<file path="config.mk">
export PLATFORM = sky130hd
export DESIGN_NAME = score_keeper
export DESIGN_NICKNAME = d
export VERILOG_FILES = /design/src/rtl/score_keeper.sv
export SDC_FILE = /design/constraint.sdc
export NUM_CORES = 1
export LEC_CHECK = 0
export CAP_MARGIN = 5
export CORE_UTILIZATION = 55
export DETAILED_ROUTE_END_ITERATION = 8
export DONT_BUFFER_PORTS = 1
export PLACE_DENSITY = 0.7
export SYNTH_ARGS = -nofsm -noshare
export SYNTH_HDL_FRONTEND = slang
export SYNTH_SLANG_ARGS = --single-unit
</file>
<file path="constraint.sdc">
create_clock -name clk -period 3.85 [get_ports clk]
set_clock_uncertainty 0.2 [all_clocks]
set_input_delay 0.5775 -clock clk [delete_from_list [all_inputs] [get_ports clk]]
set_output_delay 0.5775 -clock clk [all_outputs]
set_load 0.01 [all_outputs]
</file>
<file path="src/rtl/score_keeper.sv">
// Jump-game scoring stage: turns landing/fall pulses into a saturating round score,
// a perfect-landing combo multiplier and a session high score, all registered.
module score_keeper #(
  parameter int MAX_SCORE   = 999,
  parameter int NORMAL_PTS  = 1,
  parameter int PERFECT_PTS = 2,
  parameter int COMBO_MAX   = 7
) (
  input  logic       clk,
  input  logic       rst,
  input  logic       i_start,
  input  logic       i_land,
  input  logic       i_perfect,
  input  logic       i_fall,
  output logic [9:0] o_score,
  output logic [9:0] o_high_score,
  output logic [2:0] o_combo,
  output logic       o_playing,
  output logic       o_score_pulse,
  output logic       o_new_record
);

  typedef enum logic [1:0] {S_IDLE, S_PLAYING, S_OVER} state_t;

  state_t      r_state, w_state_next;
  logic [9:0]  r_score, w_score_next;
  logic [9:0]  r_high, w_high_next;
  logic [2:0]  r_combo, w_combo_next, w_combo_inc;
  logic        r_new_rec, w_new_rec_next;
  logic        r_playing, r_score_pulse;
  logic [10:0] w_add, w_sum;

  always_ff @(posedge clk) begin
    if (rst) begin
      r_state       <= S_IDLE;
      r_score       <= '0;
      r_high        <= '0;
      r_combo       <= '0;
      r_new_rec     <= 1'b0;
      r_playing     <= 1'b0;
      r_score_pulse <= 1'b0;
    end else begin
      r_state       <= w_state_next;
      r_score       <= w_score_next;
      r_high        <= w_high_next;
      r_combo       <= w_combo_next;
      r_new_rec     <= w_new_rec_next;
      r_playing     <= (w_state_next == S_PLAYING);
      r_score_pulse <= (w_score_next != r_score);
    end
  end

  always_comb begin
    w_state_next   = r_state;
    w_score_next   = r_score;
    w_high_next    = r_high;
    w_combo_next   = r_combo;
    w_new_rec_next = r_new_rec;
    w_add          = '0;
    w_sum          = '0;
    w_combo_inc    = (r_combo >= 3'(COMBO_MAX)) ? 3'(COMBO_MAX) : r_combo + 3'd1;
    case (r_state)
      S_IDLE, S_OVER: begin
        if (i_start) begin
          w_state_next   = S_PLAYING;
          w_score_next   = '0;
          w_combo_next   = '0;
          w_new_rec_next = 1'b0;
        end
      end
      S_PLAYING: begin
        // a fall in the same cycle as a landing ends the round; the landing is lost
        if (i_fall) begin
          w_state_next   = S_OVER;
          w_combo_next   = '0;
          w_new_rec_next = (r_score > r_high);
          if (r_score > r_high) w_high_next = r_score;
        end else if (i_land) begin
          if (i_perfect) begin
            w_combo_next = w_combo_inc;
            w_add        = 11'(PERFECT_PTS) * {8'd0, w_combo_inc};
          end else begin
            w_combo_next = '0;
            w_add        = 11'(NORMAL_PTS);
          end
          w_sum        = {1'b0, r_score} + w_add;
          w_score_next = (w_sum > 11'(MAX_SCORE)) ? 10'(MAX_SCORE) : w_sum[9:0];
        end
      end
      default: w_state_next = S_IDLE;
    endcase
  end

  assign o_score       = r_score;
  assign o_high_score  = r_high;
  assign o_combo       = r_combo;
  assign o_playing     = r_playing;
  assign o_score_pulse = r_score_pulse;
  assign o_new_record  = r_new_rec;

endmodule

</file>
==> results of run 1 <==
==> Yosys cell counts (2+ instances only) <==
library cell,count,area share
nand2b_1,4,0.012
nand4_1,2,0.0062
nor4_2,2,0.012
nand3_1,9,0.022
o21a_1,5,0.018
ha_1,16,0.099
a31o_2,3,0.013
o221ai_1,3,0.013
nor3b_1,2,0.0074
nand2_1,15,0.028
nor3_1,3,0.0074
o21ai_0,7,0.017
mux2i_1,10,0.049
a22oi_1,3,0.011
and3_1,2,0.0062
buf_4,3,0.011
nor4_1,6,0.018
a21o_1,2,0.0074
nor2b_1,4,0.012
a211oi_1,2,0.0074
clkbuf_1,7,0.013
inv_1,18,0.033
o21ai_1,2,0.0049
o22ai_1,3,0.0092
a21oi_1,21,0.052
dfxtp_1,28,0.28
nor2_1,37,0.068
a21oi_2,2,0.0086
buf_2,3,0.0074
==> layer usage <==
layer	vias to the layer above	share of wire	GRT usage
met5	-	0	0
met4	0	0.021	0.102
met3	14	0.098	0.0566
met2	106	0.44	0.427
met1	850	0.44	0.328
li1	898	-	-
==> logic make-up after synthesis <==
| kind of cell | after synthesis | share of synthesized area |
|---|---|---|
| compound gates | 67 | 0.234 |
| xor+xnor | 2 | 0.00863 |
| fa+ha+maj | 17 | 0.109 |
| buf+inv | 32 | 0.0703 |
| flops | 28 | 0.276 |
| mux | 11 | 0.0549 |
| simple gates | 96 | 0.247 |
==> cell type report <==
class                      count  area, um^2  area share
multi-input combinational    193        1330       0.629
sequential                    28         561       0.264
inverter                      18        67.6      0.0319
tap                           46        57.6      0.0272
clock buffer                   3        41.3      0.0195
clock inverter                 1        30.0      0.0142
timing repair buffer           4        30.0      0.0142
==> worst min path at each step <==
stage	slack (ns)	to	cells after the start	start
3_3_place_gp	0.25	r_state[1]	2	r_state[1]
2_1_floorplan	0.24	r_state[1]	2	r_state[1]
5_1_grt	0.15	r_state[1]	1	rst
6_report	0.16	o_high_score[8]	1	rst
3_5_place_dp	0.26	r_state[1]	2	r_state[1]
4_1_cts	0.15	r_state[1]	1	rst
==> metrics by stage <==
stage / worst slack (ns) / area, um^2 / std cells
floorplan: 0.445 / 2030 / 253
global placement: 0.277 / 2040 / 289
detailed placement: 0.152 / 2040 / 289
CTS: 0.121 / 2110 / 293
global route: 0.00107 / 2120 / 293
finish: 0.255 / 2120 / 293
==> report_power, final <==
| group | switching [W] | internal (W) |
|---|---|---|
| sequential | 0.00000671 | 0.000295 |
| combinational | 0.0000444 | 0.0000273 |
| clock | 0.0000927 | 0.000139 |
==> registers in the layout (all words and copies together) (netlist names) <==
signal,cells
o_combo,3
o_high_score,10
o_new_record,1
o_playing,1
o_score,10
o_score_pulse,1
r_state,2
==> placed cells by master (no fill, tap or decap), drive strengths merged, types with 4 or more instances in the layout <==
master,instances
a21oi,23
buf,4
dfxtp,28
ha,16
inv,18
mux2i,10
nand2,15
nand2b,4
nand3,11
nor2,37
nor2b,4
nor4,8
o21a,5
o21ai,9
==> flow_summary.toml, run 1 <==
[grt]
grt_pass1_wl_um = 8050
grt_max_degree = 29
grt-ovfl-total = 0
grt_antenna_before_repair = 0
grt_usage = 0.259
grt_pass1_vias = 1788

[worst_setup_path]
crit_type = "register to register"
startpoint = "o_combo[1]"
critical_path_depth = 14
r2r_cells = 14
cp_cell_sequence = "ha_1 > ha_1 > a31o_2 > nor2_1 > nor2_1 > ha_1 > o21ai_1 > o21bai_4 > and4b_4 > nor4_2 > or2_4 > o21ai_1 > a2111oi_2 > a21oi_1"
cp_common_cell = "ha_1"
critPathLaunchType = "register"
cp_num_buf_inv = 0
r2r_slack_ns = 0.26
cp-endpoint = "o_score_pulse"
slowest_stage = "dfxtp_1"
endpoint_kind = "register"
cp_top_family = "compound AO/OA/AOI/OAI gates"
required_ns = 3.81
slowest_delay_ns = 0.37
cp_max_fo = 7
worstPathArrival_ns = 3.56
r2r_end = "o_score_pulse"
r2r_start = "o_combo[1]"

[sta]
worstMarginPinSlew_ns = 0.554
rsz0062_at_grt = "false"
tns_ns = 0
finalCritPeriodShare = 0.934
whs_ns = 0.158
fmax_ghz = 0.278
setup_violations = 0
hold_viol_final = 0
slew_violations = 0
slew_headroom = 0.630
post-route-min-period_ns = 3.59

[yosys]
netlist_area_mm2 = 0.00203
synth_cell_type_count = 58
synth-seq-cells = 28
synthCells = 253
synthesis.nets = 276
ys_warn_count = 0
synth_edf_count = 0
avgSynthCellArea_um2 = 8.02
postSynth.asyncResetShare = 0
ys_seq_area_frac = 0.276
synth_top_flop_cell = "dfxtp_1"

[clock_network]
post-cts-setup-buffers = 0
ctsResizeCount = 0
cts.sinks = 28
cts.path.max_buffers = 2
cts_buffers = 3
clk_latency_ns = 0.27
cts_tree = "yes"
path_clk_slew_ns = 0.10
ctsHtreeMaxLevel = 1
cts-root-buf = "clkbuf_8"
cts_hold_buf = 0

[final_layout]
nFillCells = 318
insertedDiodeCount = 0
drive_above_1_share = 0.109
syn2layout_area_growth_pct = 4.44
layout.nets = 271
utilization = 0.616

[place]
dp_hpwl_um = 3570
io_buffers = 0
place.gp.congestion = 0.931

[floorplanning]
rows = 21
dieArea_mm2 = 0.00394
start_util = 0.590
core_area_mm2 = 0.00344
chipWidth_um = 62.7
die_h_um = 62.7
io_pins = 32

[drt]
via_count = 1868
routedWlPerCell_um = 16.8
wirelength_um = 4930
firstDrtPassIters = 5
drc = 0
initialDrtViolationCount = 174
viasPerCell = 6.38
ant_nets = 0

[outcome]
status = "finished clean"

[job]
drv_cap = 0

[pwr]
leakagePower_nw = 0.846
power.density_mw_per_mm2 = 285
ir_worst_vdd_mv = 0.275
total_power_w = 0.000605

[hold_path]
hold_path_class = "input port to register"
Note: power is estimated with default switching activity, not from simulation.
==> run 2: changes to the inputs <==
--- a/config.mk
+++ b/config.mk
@@ -5,11 +5,13 @@
 export SDC_FILE = /design/constraint.sdc
 export NUM_CORES = 1
 export LEC_CHECK = 0
+export ABC_AREA = 1
 export CAP_MARGIN = 5
 export CORE_UTILIZATION = 55
 export DETAILED_ROUTE_END_ITERATION = 8
 export DONT_BUFFER_PORTS = 1
 export PLACE_DENSITY = 0.7
+export SKIP_CTS_REPAIR_TIMING = 1
 export SYNTH_ARGS = -nofsm -noshare
 export SYNTH_HDL_FRONTEND = slang
 export SYNTH_SLANG_ARGS = --single-unit
==> flow_summary.toml, run 2 <==
[floorplanning]
die_h_um = 64.5
rows = 22
io_pins = 32
start_util = 0.578
dieArea_mm2 = 0.00416
chipWidth_um = 64.5
core_area_mm2 = 0.00372

[yosys]
synth-seq-cells = 28
synthTopCellsByCount = "nand2_1 (67), inv_1 (37), nor2_1 (33)"
synthCells = 315
synthesis.nets = 338
postSynth.asyncResetShare = 0
netlist_area_mm2 = 0.00215
ys_warn_count = 0
synth_top_area_share = 0.261
yosys.area.top_type = "dfxtp_1"
synth_cell_type_count = 37
synth_top_flop_cell = "dfxtp_1"
ys_seq_area_frac = 0.261
synth_edf_count = 0
synth_area_leaders = "dfxtp_1 (26%), nand2_1 (12%), ha_1 (9.3%)"
avgSynthCellArea_um2 = 6.82
synth.most_common_cell = "nand2_1"

[sta]
finalCritPeriodShare = 0.902
fmax_ghz = 0.288
slew_headroom = 0.614
hold_viol_final = 0
rsz0062_at_grt = "false"
post-route-min-period_ns = 3.47
setup_violations = 0
slew_violations = 0
tns_ns = 0
worstMarginPinSlew_ns = 0.578

[pwr]
power.density_mw_per_mm2 = 297
ir_worst_vdd_mv = 0.298
p_comb_frac = 0.221
leakagePower_nw = 1.03
p_seq_frac = 0.504
p_int_w = 0.000455
p_switching_w = 0.000208
p_sw_frac = 0.314
p_clk_frac = 0.274

[place]
io_buffers = 0
place.gp.congestion = 0.862
dp_hpwl_um = 3840
dp_cells = 355

[hold_path]
hold_path_class = "input port to register"

[drt]
via_count = 1968
initialDrtViolationCount = 104
drc = 0
firstDrtPassIters = 4
ant_nets = 0
wirelength_um = 4950
viasPerCell = 5.48
routedWlPerCell_um = 13.8

[clock_network]
cts_buffers = 3
cts_tree = "yes"
cts.path.max_buffers = 2
cts.sinks = 28
ctsHtreeMaxLevel = 1
clk_latency_ns = 0.27
cts-root-buf = "clkbuf_8"
path_clk_slew_ns = 0.09

[grt]
grtUsageMet1 = 0.356
grt_util_met3 = 0.0352
grt_antenna_before_repair = 0
grt_max_degree = 29
grt_usage = 0.261
grt_use_met2 = 0.424
grt_pass1_wl_um = 8490
busiest_layer = "met2"
grt_pass1_vias = 1854
grt-ovfl-total = 0

[final_layout]
layout.nets = 335
layout_common_cells = "nand2_1 (67), inv_1 (37), nor2_1 (33), dfxtp_1 (28), nand3_1 (27)"
insertedDiodeCount = 0
fin_cells = 359
syn2layout_area_growth_pct = 4.14
drive_above_1_share = 0.129
final_common_cell = "nand2_1"

[worst_setup_path]
cp_max_fo = 7
critPathLaunchType = "register"
required_ns = 3.83
worstPathArrival_ns = 3.46
crit_type = "register to register"
endpoint_kind = "register"

[outcome]
status = "finished clean"

[job]
drv_cap = 0
run 2: final timing paths:
path              start         endpoint  slack, ns  cells past startpoint
min reg2reg  r_state[1]       r_state[1]       0.31                      1
min                 rst  o_high_score[0]       0.16                      1
max reg2reg  o_combo[0]    o_score_pulse       0.38                     22
max          o_combo[0]    o_score_pulse       0.38                     22
run 2: per-stage QoR:
step | instance area (um^2) | hold slack (ns) | total power [W] | setup WS (ns) | util
after detailed placement | 2180 | 0.300 | 0.000489 | 0.419 | 0.586
after global placement | 2180 | 0.286 | 0.000487 | 0.485 | 0.586
after floorplan | 2150 | 0.272 | 0.000459 | 0.723 | -
final | 2240 | 0.159 | 0.000663 | 0.375 | 0.602
after global routing | 2240 | 0.143 | 0.000705 | 0.0438 | 0.602
after CTS | 2230 | 0.148 | 0.000673 | 0.384 | 0.601
run 2: power groups by stage:
stage	Sequential [W]	Combinational (W)	Clock, W
detailed placement	0.000342	0.000147	0
global placement	0.000341	0.000146	0
floorplan	0.000334	0.000125	0
global route	0.000338	0.000169	0.000199
finish	0.000334	0.000147	0.000182
CTS	0.000335	0.000148	0.000190
run 2: final cells by class:
class	count	area (um^2)
clock buffer	4	55.1
fill	365	1480
inverter	41	154
multi-input combinational	235	1380
sequential	28	561
tap	48	60.1
timing repair buffer	3	22.5
run 2: kinds of logic after synthesis:
logic type / after synthesis / share of synthesized area
AND/OR/NAND/NOR: 161 / 0.370
AO/OA/AOI/OAI: 54 / 0.155
buffers and inverters: 52 / 0.0956
flip-flops: 28 / 0.261
XOR/XNOR: 3 / 0.0157
adder cells (fa/ha/maj): 17 / 0.103
run 2: critical path: stages (launching register included):
cell and delay [ns]:
dfxtp_1 0.39, ha_1 0.22, ha_1 0.17, a31o_2 0.22, o21ai_0 0.15, inv_1 0.11, fa_1 0.45, nand3_2 0.12
nand2_4 0.09, nand2_1 0.08, nand2_1 0.05, nand2_1 0.11, nand3_2 0.09, nor2_4 0.14, nand2_4 0.10, nand3_2 0.09
nand2_1 0.09, nand3_1 0.08, nand3_1 0.08, nor2_1 0.14, nand2_1 0.06, nor2_1 0.09, nor2_1 0.04
run 2: layer usage:
| layer | wire [um] | vias to the layer above |
|---|---|---|
| li1 | - | 1035 |
| met1 | 2360 | 894 |
| met2 | 2360 | 35 |
| met3 | 198 | 4 |
| met4 | 33 | 0 |
| met5 | 0 | - |
==> run 3: changes to the inputs <==
--- a/config.mk
+++ b/config.mk
@@ -11,6 +11,7 @@
 export DETAILED_ROUTE_END_ITERATION = 8
 export DONT_BUFFER_PORTS = 1
 export PLACE_DENSITY = 0.7
+export REMOVE_ABC_BUFFERS = 1
 export SKIP_CTS_REPAIR_TIMING = 1
 export SYNTH_ARGS = -nofsm -noshare
 export SYNTH_HDL_FRONTEND = slang
==> constraint.sdc (replaced) <==
create_clock -name clk -period 4.04 [get_ports clk]
set_clock_uncertainty 0.2 [all_clocks]
set_input_delay 0.606 -clock clk [delete_from_list [all_inputs] [get_ports clk]]
set_output_delay 0.606 -clock clk [all_outputs]
set_load 0.01 [all_outputs]
==> flow_summary.toml, run 3 (same netlist as run 2, synthesis figures left out) <==
[worst_setup_path]
slowest_delay_ns = 0.39
slowest_stage = "ha_1"
required_ns = 4.02
cp_max_fo = 10
cp_common_cell = "nor2_1"
crit_type = "register to register"
critPathLaunchType = "register"
cp_top_family = "simple AND/OR/NAND/NOR gates"
cp_num_buf_inv = 1
cp_cell_sequence = "ha_1 > ha_1 > a31o_2 > o21ai_0 > inv_1 > ha_1 > nand3_2 > nand2_4 > nand4_4 > nand3_2 > nor2_4 > nand2_4 > nand3_2 > nand3_1 > nand2_1 > nor2_1 > nand2_1 > nor2_1 > nand2_1 > nor2_1 > nor2_1"
worstPathArrival_ns = 3.44
endpoint_kind = "register"

[sta]
setup_violations = 0
hold_viol_final = 0
rsz0062_at_grt = "false"
tns_ns = 0
finalCritPeriodShare = 0.856
fmax_ghz = 0.289
slew_headroom = 0.604
slew_violations = 0
whs_ns = 0.185
worstMarginPinSlew_ns = 0.594
post-route-min-period_ns = 3.46

[clock_network]
cts-root-buf = "clkbuf_8"
cts_tree = "yes"
cts_buffers = 3
ctsHtreeMaxLevel = 1
cts.path.max_buffers = 2
clk_latency_ns = 0.27
cts.sinks = 28
path_clk_slew_ns = 0.10

[hold_path]
hold_path_class = "input port to register"

[grt]
grt_usage = 0.244
grt_pass1_vias = 1693
grt_max_degree = 29
grt-ovfl-total = 0
grt_pass1_wl_um = 7910
grt_antenna_before_repair = 0

[drt]
wl_met3_um = 281
wirelength_um = 5010
viasPerCell = 5.63
met1_length_um = 2410
ant_nets = 0
routedWlPerCell_um = 14.0
highest_layer = "met4"
drc = 0
via_count = 2017
initialDrtViolationCount = 123
firstDrtPassIters = 4
wl_met2_um = 2280

[floorplanning]
die_h_um = 64.5
core_area_mm2 = 0.00372
rows = 22
chipWidth_um = 64.5
io_pins = 32
start_util = 0.578
dieArea_mm2 = 0.00416

[final_layout]
nFillCells = 371
fin_cells = 358
syn2layout_area_growth_pct = 3.67
layout_common_cells = "nand2_1 (67), inv_1 (37), nor2_1 (33), dfxtp_1 (28), nand3_1 (27)"
register_area_um2 = 561
final_common_cell = "nand2_1"
layout.nets = 334
drive_above_1_share = 0.123
insertedDiodeCount = 0
multi_input_area_mm2 = 0.00138

[pwr]
power.density_mw_per_mm2 = 285
p_int_w = 0.000434
p_comb_frac = 0.221
p_sw_frac = 0.315
ir_worst_vdd_mv = 0.210
p_seq_frac = 0.503
p_switching_w = 0.000200
p_clk_frac = 0.276
total_power_w = 0.000634
leakagePower_nw = 1.03

[place]
place.gp.congestion = 0.940
io_buffers = 0
dp_cells = 354
dp_hpwl_um = 3830

[job]
drv_cap = 0

[outcome]
status = "finished clean"
==> run 3: changes by cell type in the layout (fill, tap and decap cells not counted), sizes merged <==
cell	before	now
buf	3	2
==> run 3: per-stage QoR <==
stage	setup WS, ns	area, um^2	util
3_5_place_dp	0.633	2170	0.584
3_3_place_gp	0.657	2170	0.584
6_report	0.581	2230	0.599
5_1_grt	0.343	2230	0.599
4_1_cts	0.595	2230	0.599
2_1_floorplan	0.924	2100	-
==> run 3: layer usage <==
layer / GRT usage / vias to the layer above
li1: - / 1037
met1: 0.355 / 917
met2: 0.379 / 59
met3: 0.0387 / 4
met4: 0.0500 / 0
met5: 0 / -
==> run 3: layout make-up <==
cell class              instances  area share
multi-input cells             235       0.621
flip-flops and latches         28       0.252
inverters                      41      0.0691
well taps                      48      0.0270
clock buffers                   4      0.0247
repair buffers                  2     0.00675
==> run 3: worst reg2reg max path: cells and delay by family (launching register included) <==
family,cells,cell delay (ns)
simple gates,15,1.54
fa+ha+maj,3,0.78
flops,1,0.38
compound gates,2,0.38
buf+inv,1,0.08
==> run 3: power by group through the flow <==
stage	Combinational, W	Clock, W	Sequential [W]
after detailed placement	0.000139	0	0.000325
final	0.000140	0.000175	0.000319
after global routing	0.000162	0.000186	0.000321
after global placement	0.000138	0	0.000325
after CTS	0.000140	0.000177	0.000318
after floorplan	0.000110	0	0.000320
==> run 3: worst paths after layout <==
path	end	cells after the start	from	slack [ns]
min	o_new_record	1	rst	0.19
max reg2reg	o_score_pulse	21	o_combo[0]	0.58
min reg2reg	r_state[1]	1	r_state[1]	0.30
max	o_score_pulse	21	o_combo[0]	0.58
